## config.mk

```make
export PLATFORM = sky130hd
export DESIGN_NAME = fme_half_sad_sel
export DESIGN_NICKNAME = d
export VERILOG_FILES = /design/src/rtl/fme_half_sad_sel.sv
export SDC_FILE = /design/constraint.sdc
export NUM_CORES = 1
export LEC_CHECK = 0
export ABC_AREA = 1
export BUFFER_PORTS_ARGS = -buffer_cell sky130_fd_sc_hd__buf_4
export CAP_MARGIN = 20
export CORE_ASPECT_RATIO = 1.2
export CORE_UTILIZATION = 50
export CTS_CLUSTER_DIAMETER = 120
export DETAILED_ROUTE_END_ITERATION = 12
export GPL_TIMING_DRIVEN = 0
export PLACE_DENSITY = 0.79
export SLEW_MARGIN = 0
export SYNTH_ARGS = -nofsm -noshare
export SYNTH_HDL_FRONTEND = slang
export SYNTH_SLANG_ARGS = --single-unit
```

## constraint.sdc

```tcl
create_clock -name clk -period 11.8 [get_ports clk]
set_input_delay 1.18 -clock clk [delete_from_list [all_inputs] [get_ports clk]]
set_output_delay 1.18 -clock clk [all_outputs]
set_load 0.01 [all_outputs]
```

## src/rtl/fme_half_sad_sel.sv

```systemverilog
// fme_half_sad_sel: accumulates 9 half-pel candidate SADs over a block and picks the best offset
module fme_half_sad_sel #(
  parameter int BLK_PIX = 16,
  parameter int SAD_W   = 12
) (
  input  logic             clk,
  input  logic             rst,
  input  logic             start,
  input  logic             in_valid,
  output logic             in_ready,
  input  logic [7:0]       cur_pix,
  input  logic [71:0]      cand_flat,
  output logic             busy,
  output logic             done,
  output logic [3:0]       best_idx,
  output logic [SAD_W-1:0] best_sad
);
  localparam int CNT_W = $clog2(BLK_PIX) + 1;
  typedef enum logic [1:0] {IDLE, ACCUM, CMP, DONE} state_t;
  state_t state, state_nx;
  logic [CNT_W-1:0] cnt;
  logic [3:0] pos, cmp_idx, run_idx, nx_idx;
  logic [SAD_W-1:0] sad [9];
  logic [SAD_W-1:0] run_sad, nx_sad, cmp_sad;
  logic [8:0] ad [9];
  logic last_beat, last_cmp, take;
  genvar i;
  generate
    for (i = 0; i < 9; i++) begin : g_ad
      assign ad[i] = (cand_flat[8*i+:8] >= cur_pix) ? {1'b0, cand_flat[8*i+:8]} - {1'b0, cur_pix}
                                                     : {1'b0, cur_pix} - {1'b0, cand_flat[8*i+:8]};
    end
  endgenerate
  // compare walk: position 0 visits the centre, then 0..3 and 5..8; strict < keeps earlier winners on ties
  always_comb begin
    last_beat = (state == ACCUM) && in_valid && (cnt == CNT_W'(BLK_PIX - 1));
    last_cmp  = (state == CMP) && (pos == 4'd8);
    cmp_idx   = (pos == 4'd0) ? 4'd4 : (pos <= 4'd4) ? pos - 4'd1 : pos;
    cmp_sad   = sad[cmp_idx];
    take      = (pos == 4'd0) || (cmp_sad < run_sad);
    nx_idx    = take ? cmp_idx : run_idx;
    nx_sad    = take ? cmp_sad : run_sad;
  end
  // state register
  always_ff @(posedge clk or negedge rst) begin
    if (!rst) state <= IDLE;
    else      state <= state_nx;
  end
  // next state and status outputs
  always_comb begin
    state_nx = state;
    if (state == IDLE && start) state_nx = ACCUM;
    if (last_beat)              state_nx = CMP;
    if (last_cmp)               state_nx = DONE;
    if (state == DONE)          state_nx = IDLE;
    in_ready = (state == ACCUM);
    busy     = (state != IDLE);
    done     = (state == DONE);
  end
  // accumulators, compare walk and registered result
  always_ff @(posedge clk or negedge rst) begin
    if (!rst) begin
      cnt      <= '0;
      pos      <= '0;
      run_idx  <= 4'd4;
      run_sad  <= '0;
      best_idx <= 4'd4;
      best_sad <= '0;
      for (int k = 0; k < 9; k++) sad[k] <= '0;
    end else begin
      if (state == IDLE && start) begin
        cnt <= '0;
        for (int k = 0; k < 9; k++) sad[k] <= '0;
      end
      if (state == ACCUM && in_valid) begin
        cnt <= cnt + 1'b1;
        for (int k = 0; k < 9; k++) sad[k] <= sad[k] + SAD_W'(ad[k]);
      end
      if (state == CMP) begin
        run_idx <= nx_idx;
        run_sad <= nx_sad;
        pos     <= last_cmp ? 4'd0 : pos + 4'd1;
      end
      if (last_cmp) begin
        best_idx <= nx_idx;
        best_sad <= nx_sad;
      end
    end
  end
endmodule
```

==> results.py, run 1 <==
metrics = {
    "cts": {
        "clk_pin_slew_ns": 0.07,
        "cts_setup_buffers": 0,
        "ctsLongestPathBuffers": 2,
        "htreeDepth": 4,
        "cts-root-buf": "clkbuf_16",
        "cts_resized": 0,
        "cts_hold_buf": 0,
        "cts_buffers": 17,
        "clk_latency_ns": 0.43,
        "cts_tree": "done",
        "clock-sinks": 151,
    },
    "final_layout": {
        "fin_nets": 2839,
        "drive_gt1_share_pct": 6.86,
        "n_antenna_cell": 0,
        "fin_area_um2": 18600,
        "layout_common_cells": "inv_1, nand2_1, ha_1, o21ai_0, a21oi_1",
        "nFillCells": 3031,
        "synthToLayoutAreaGrowth_pct": 11.9,
    },
    "yosys": {
        "syn_inst": 2356,
        "synthArstFlopShare_pct": 100,
        "yosys_warnings": 0,
        "ys_seq_area_share_pct": 22.8,
        "synth_top_area_share_pct": 22.5,
        "synth_ff_type": "dfrtp_1",
        "syn_area_um2": 16600,
        "synth_edf_count": 0,
        "synth_area_leader_cell": "dfrtp_1",
        "synth_area_leaders": "dfrtp_1, ha_1, inv_1",
        "yosys_register_bits": 151,
        "synth_nets": 2716,
        "synth_area_per_cell_um2": 7.04,
        "synth_cell_types": 53,
    },
    "min_path": {
        "hold_path_class": "reg2reg",
    },
    "critical_path": {
        "cp.required_ns": 12.14,
        "crit_family": "buffers and inverters",
        "cp_max_fo": 10,
        "timing.critical_path.mode_cell": "nand2_1",
        "cp_slowest_cell": "inv_1",
        "critPathMaxStageDelay_ns": 0.75,
        "cp_num_buf_inv": 6,
        "critical_path_class": "in2reg",
        "arrival_ns": 6.27,
        "critPathLaunchType": "input port",
        "end_kind": "flop",
    },
    "detailed_routing": {
        "ant_nets": 0,
        "vias_per_cell": 5.76,
        "drc": 0,
        "drtPass1Iterations": 8,
        "wl_per_cell_um": 17.1,
        "drt_iter0_markers": 1508,
        "num_vias": 16700,
        "wirelength_um": 49700,
    },
    "timing": {
        "slew_violations": 0,
        "finClkSkew_ns": 0.0122,
        "post-route-period-util_pct": 50.3,
        "tightest_slew_ns": 1.06,
        "rsz0062_at_grt": "no",
        "fmax_ghz": 0.169,
        "tns_ns": 0,
        "relSlewSlack_pct": 29.5,
        "min_period_ns": 5.93,
        "setup_viol_count_final": 0,
        "hold_viol": 0,
    },
    "placed_design": {
        "place_area_um2": 17900,
        "gp_congestion": 1.01,
        "hpwl_um": 38000,
        "numPortBuffers": 102,
    },
    "die": {
        "core_area_um2": 32400,
        "io_pins": 103,
        "die_w_um": 168,
        "die_h_um": 202,
        "die_area_um2": 33900,
        "placementRows": 72,
        "initial_core_util_pct": 51.1,
    },
    "global_route": {
        "globalRoute.totalOverflow": 0,
        "grt_start_max_net_pins": 85,
        "grt.total_usage_pct": 29.2,
        "first_global_vias": 15800,
        "grt_pass1_wl_um": 78600,
        "antenna_found_initial": 0,
    },
    "power_and_ir_drop": {
        "p_leak_nw": 10.2,
        "power.density_nw_per_um2": 196,
        "irDropWorstVdd_v": 0.000114,
    },
    "status": {
        "status": "completed",
    },
    "run": {
        "max-cap-violations": 0,
    },
}
## synthesized netlist by cell type, types with 2 or more instances
| cell | number |
|---|---|
| inv_1 | 451 |
| nand2_1 | 451 |
| ha_1 | 249 |
| o21ai_0 | 226 |
| a21oi_1 | 161 |
| nand3_1 | 150 |
| dfrtp_1 | 149 |
| nor2_1 | 97 |
| clkbuf_1 | 55 |
| o22ai_1 | 51 |
| xor2_1 | 46 |
| fa_1 | 27 |
| xnor2_1 | 22 |
| nand4_1 | 21 |
| o21bai_1 | 20 |
| a221oi_1 | 18 |
| o211ai_1 | 16 |
| nor3_1 | 12 |
| o31ai_1 | 12 |
| nand2_2 | 11 |
| a211oi_1 | 9 |
| a21o_1 | 9 |
| a31oi_1 | 9 |
| mux2i_1 | 9 |
| buf_1 | 8 |
| a22oi_1 | 7 |
| buf_2 | 7 |
| a21boi_0 | 5 |
| nand2_4 | 5 |
| nor4_1 | 5 |
| o221ai_1 | 5 |
| inv_2 | 3 |
| a21oi_2 | 2 |
| and2_1 | 2 |
| buf_6 | 2 |
| clkinv_1 | 2 |
| dfstp_2 | 2 |
| nand3b_1 | 2 |
| o21a_1 | 2 |
| o21ai_1 | 2 |
| o311ai_0 | 2 |
## where the power goes
group          switching [W]  internal (W)
Sequential          0.000166      0.000717
Clock               0.000224      0.000376
Combinational        0.00137      0.000786
Total                0.00176       0.00188
## layer usage
layer | GRT usage [%] | vias up | part of all wire, %
met2 | 50.1 | 686 | 48
met1 | 36.5 | 7842 | 41
li1 | - | 8016 | -
met5 | 0 | - | 0
met3 | 3.54 | 145 | 6.8
met4 | 13.2 | 0 | 4.4
## registers in the layout, indices dropped and copies added (netlist names)
name,flops
cnt,5
sad,108
run_idx,4
run_sad,12
state,2
best_sad,12
best_idx,4
pos,4
## cell families (layout without fill, tap and decap cells)
family	count (synthesis)	in the layout	synth area share (%)
xor gates and xnor gates	68	68	3.59
and+or+nand+nor	762	762	19.5
muxes	10	10	0.611
buffers and inverters	528	663	12.1
adders and majority gates	276	276	22.0
AOI/OAI and AO/OA	561	561	19.4
DFF	151	151	22.8
## per-stage QoR
stage	setup WS (ns)	power [W]	hold WS (ns)	utilization (%)	instances
6_report	5.87	0.00364	0.473	57.2	2898
3_3_place_gp	5.41	0.00287	0.452	55.1	2865
2_1_floorplan	6.76	0.00240	0.440	-	2356
5_1_grt	5.40	0.00395	0.487	57.2	2898
3_5_place_dp	5.52	0.00297	0.459	55.3	2867
4_1_cts	6.06	0.00358	0.470	57.2	2898
## area by class of cell
type | count | area (um2) | area share, %
Buffer | 72 | 294 | 1.58
Clock buffer | 24 | 492 | 2.65
Clock inverter | 7 | 141 | 0.762
Inverter | 456 | 1710 | 9.22
Multi-Input combinational cell | 1677 | 10800 | 58.2
Sequential cell | 151 | 3780 | 20.4
Tap cell | 407 | 509 | 2.74
Timing Repair Buffer | 104 | 828 | 4.46
## worst paths after layout
kind / from / end / slack (ns) / depth (start not counted)
min in group asynchronous: rst / cnt[2]$_DFFE_PN0P_ / 0.72 / 1
max reg2reg: pos[0]$_DFFE_PN0N_ / best_sad[3]$_DFFE_PN0P_ / 6.57 / 23
max: cur_pix[4] / sad[58]$_DFFE_PN0P_ / 5.87 / 26
min: run_idx[2]$_DFFE_PN1N_ / run_idx[2]$_DFFE_PN1N_ / 0.47 / 2
max in group asynchronous: rst / sad[23]$_DFFE_PN0P_ / 10.26 / 2
min reg2reg: run_idx[2]$_DFFE_PN1N_ / run_idx[2]$_DFFE_PN1N_ / 0.47 / 2
## worst reg2reg max path, delay by kind of cell, from the launching register on
kind | cells | cell delay (ns)
AOI/OAI and AO/OA | 6 | 1.85
buffers and inverters | 6 | 1.29
and+or+nand+nor | 9 | 1.02
adders and majority gates | 2 | 0.49
DFF | 1 | 0.46
No activity file was read; power rests on OpenSTA's default activity.
==> run 2, diff against run 1 <==
--- a/config.mk
+++ b/config.mk
@@ -5,7 +5,7 @@
 export SDC_FILE = /design/constraint.sdc
 export NUM_CORES = 1
 export LEC_CHECK = 0
-export ABC_AREA = 1
+export ABC_AREA = 0
 export BUFFER_PORTS_ARGS = -buffer_cell sky130_fd_sc_hd__buf_4
 export CAP_MARGIN = 20
 export CORE_ASPECT_RATIO = 1.2
==> constraint.sdc (replaced) <==
create_clock -name clk -period 5.75 [get_ports clk]
set_input_delay 0.575 -clock clk [delete_from_list [all_inputs] [get_ports clk]]
set_output_delay 0.575 -clock clk [all_outputs]
set_load 0.01 [all_outputs]
==> results.py, run 2 <==
metrics = {
    "yosys": {
        "synth_cell_types": 78,
        "synth_area_leader_cell": "dfrtp_1",
        "yosys_warnings": 0,
        "synth_edf_count": 0,
        "ys_seq_area_share_pct": 22.8,
        "synth_area_leaders": "dfrtp_1, ha_1, nand2_1",
        "syn_area_um2": 16600,
        "syn_inst": 1979,
        "synth_area_per_cell_um2": 8.37,
        "yosys_register_bits": 151,
        "synth_top_area_share_pct": 22.5,
        "synthArstFlopShare_pct": 100,
        "synth_nets": 2339,
        "synthTopCellsByCount": "nand2_1, ha_1, inv_1, o21ai_0, dfrtp_1",
        "yosysMostFrequentCell": "nand2_1",
        "synth_ff_type": "dfrtp_1",
    },
    "final_layout": {
        "top_register": "sad",
        "nFillCells": 2886,
        "regArea_um2": 3780,
        "multi_input_area_um2": 11800,
        "reg_top3": "sad (108), best_sad (12), run_sad (12)",
        "n_antenna_cell": 0,
        "finalNonFillerCells": 2529,
        "fin_nets": 2469,
        "final_common_cell": "nand2_1",
        "layout_common_cells": "nand2_1, ha_1, inv_1, o21ai_0, dfrtp_1",
        "largest_reg_flops": 108,
        "synthToLayoutAreaGrowth_pct": 12.3,
        "drive_gt1_share_pct": 10.4,
    },
    "global_route": {
        "grt.total_usage_pct": 29.0,
        "grt_start_max_net_pins": 84,
        "first_global_vias": 15200,
        "globalRoute.totalOverflow": 0,
        "antenna_found_initial": 0,
        "grt_pass1_wl_um": 77900,
    },
    "placed_design": {
        "dp_cells": 2490,
        "numPortBuffers": 102,
        "hpwl_um": 37500,
        "gp_congestion": 0.965,
    },
    "timing": {
        "fmax_ghz": 0.181,
        "post-route-period-util_pct": 95.8,
        "hold_viol": 0,
        "min_period_ns": 5.51,
        "finClkSkew_ns": 0.0140,
        "relSlewSlack_pct": 32.9,
        "tightest_slew_ns": 1.01,
        "slew_violations": 0,
        "tns_ns": 0,
        "setup_viol_count_final": 0,
        "rsz0062_at_grt": "no",
    },
    "critical_path": {
        "crit_family": "compound AO/OA/AOI/OAI gates",
        "end_kind": "flop",
        "critPathLaunchType": "input port",
        "cp_slowest_cell": "mux2_2",
        "crit_chain": "buf_4 -> clkinvlp_4 -> buf_4 -> buf_16 -> ha_1 -> nor2b_1 -> o21a_1 -> o211ai_1 -> nand3b_1 -> a21oi_4 -> mux2_2 -> a31oi_1 -> and2_1 -> xnor2_1 -> ha_1 -> a21oi_1 -> o21ai_0 -> a21o_1 -> a21o_1 -> a21o_1 -> a21oi_1 -> o311ai_0 -> o41ai_1",
        "critPathMaxStageDelay_ns": 0.41,
        "cp_num_buf_inv": 4,
        "arrival_ns": 5.82,
        "timing.critical_path.mode_cell": "a21o_1",
        "cp_max_fo": 19,
        "cp.required_ns": 6.06,
        "critical_path_class": "in2reg",
        "r2r_slack_ns": 0.32,
    },
    "power_and_ir_drop": {
        "p_comb_share_pct": 57.6,
        "p_clk_share_pct": 15.9,
        "swShare_pct": 45.3,
        "irDropWorstVdd_v": 0.000219,
        "p_leak_nw": 9.26,
        "p_sw_w": 0.00338,
        "report.power.total_w": 0.00747,
        "power.density_nw_per_um2": 401,
        "p_seq_share_pct": 26.6,
        "power.internal_w": 0.00408,
    },
    "cts": {
        "cts-root-buf": "clkbuf_16",
        "clock-sinks": 151,
        "clk_latency_ns": 0.44,
        "cts_buffers": 17,
        "htreeDepth": 4,
        "cts_tree": "done",
        "ctsLongestPathBuffers": 2,
        "clk_pin_slew_ns": 0.06,
    },
    "detailed_routing": {
        "num_vias": 15300,
        "drtPass1Iterations": 7,
        "drc": 0,
        "drt_iter0_markers": 1183,
        "wl_per_cell_um": 19.2,
        "wirelength_um": 48400,
        "ant_nets": 0,
        "vias_per_cell": 6.04,
    },
    "die": {
        "initial_core_util_pct": 51.1,
        "io_pins": 103,
        "die_h_um": 201,
        "core_area_um2": 32400,
        "placementRows": 72,
        "die_area_um2": 33900,
        "die_w_um": 168,
    },
    "status": {
        "status": "completed",
    },
    "min_path": {
        "hold_path_class": "in2async",
    },
    "run": {
        "max-cap-violations": 0,
    },
}
run 2: cell count changes in the layout (fill, tap and decap cells not counted), moves of 29 or more:
cell / before / now
nand3_1: 150 / 60
o22ai_1: 51 / 22
inv_1: 451 / 187
mux2i_1: 9 / 64
o21ai_0: 226 / 157
a21o_1: 9 / 93
xnor2_1: 22 / 71
nand2_1: 451 / 252
nor2_1: 97 / 41
nor2b_1: 0 / 29
run 2: kinds of logic after synthesis:
group	count (synthesis)	share of synthesized area, %
mux	93	5.84
simple gates	491	13.8
compound gates	599	23.6
fa+ha+maj	276	22.1
flops	151	22.8
buf+inv	259	6.15
xor+xnor	110	5.81
run 2: final cells by class:
class                   instances  share of cell area (%)
multi-input cells            1569                    63.3
flip-flops and latches        151                    20.3
repair buffers                112                    4.82
inverters                     190                    3.89
well taps                     407                    2.74
clock buffers                  20                    2.35
plain buffers                  68                    1.63
clock inverters                12                   0.941
run 2: worst reg2reg max path, cell delays in order, from the launching register on:
cell and delay [ns]:
dfrtp_1 0.50, buf_2 0.32, inv_1 0.15, ha_1 0.24, buf_4 0.17, nor3_1 0.26
o21ai_0 0.14, o22ai_1 0.52, and3_1 0.27, clkbuf_1 0.35, nand2_1 0.09, o21ai_1 0.19
ha_1 0.32, a21o_1 0.17, a21o_1 0.18, a21o_1 0.17, a211oi_1 0.24, o21ai_0 0.20
a21oi_4 0.30, o21ai_4 0.15, buf_2 0.25, a21oi_1 0.17
run 2: path summary, 6_finish.rpt:
kind	start	end	depth (start not counted)
worst max register to register	pos[0]$_DFFE_PN0N_	run_sad[9]$_DFFE_PN0N_	21
worst max-delay path	cur_pix[1]	sad[71]$_DFFE_PN0P_	23
worst min-delay path	rst	sad[87]$_DFFE_PN0P_	1
max in group asynchronous	rst	sad[51]$_DFFE_PN0P_	2
worst min register to register	best_idx[2]$_DFFE_PN1P_	best_idx[2]$_DFFE_PN1P_	2
min in group clk	best_idx[2]$_DFFE_PN1P_	best_idx[2]$_DFFE_PN1P_	2
run 2: what timing repair did:
action,CTS,global route
setup buffers,0,8
setup endpoints to repair,0,38
resized for setup,0,9
hold buffers,0,0
run 2: stage by stage:
stage,util [%],cell area (um2),setup WS (ns),hold slack (ns)
floorplan,-,16600,0.762,0.279
global placement,55.0,17800,-0.480,0.450
detailed placement,55.2,17900,-0.342,0.463
CTS,57.1,18500,0.0806,0.183
global route,57.4,18600,0.00702,0.192
finish,57.4,18600,0.240,0.141
run 2: power groups by stage:
stage / clock network, W / logic [W] / registers (W)
after detailed placement: 0 / 0.00421 / 0.00197
after global routing: 0.00124 / 0.00479 / 0.00202
after floorplan: 0 / 0.00326 / 0.00176
after CTS: 0.00119 / 0.00424 / 0.00196
final: 0.00118 / 0.00430 / 0.00198
after global placement: 0 / 0.00401 / 0.00195
run 2: layer usage:
layer | share of wire [%] | global-route usage [%] | wire (um) | vias to the layer above
met5 | 0 | 0 | 0 | -
met4 | 4.0 | 11.7 | 1930 | 0
met3 | 6.2 | 3.95 | 2990 | 115
met2 | 48 | 49.9 | 23300 | 540
met1 | 42 | 36.3 | 20200 | 7390
li1 | - | - | - | 7242
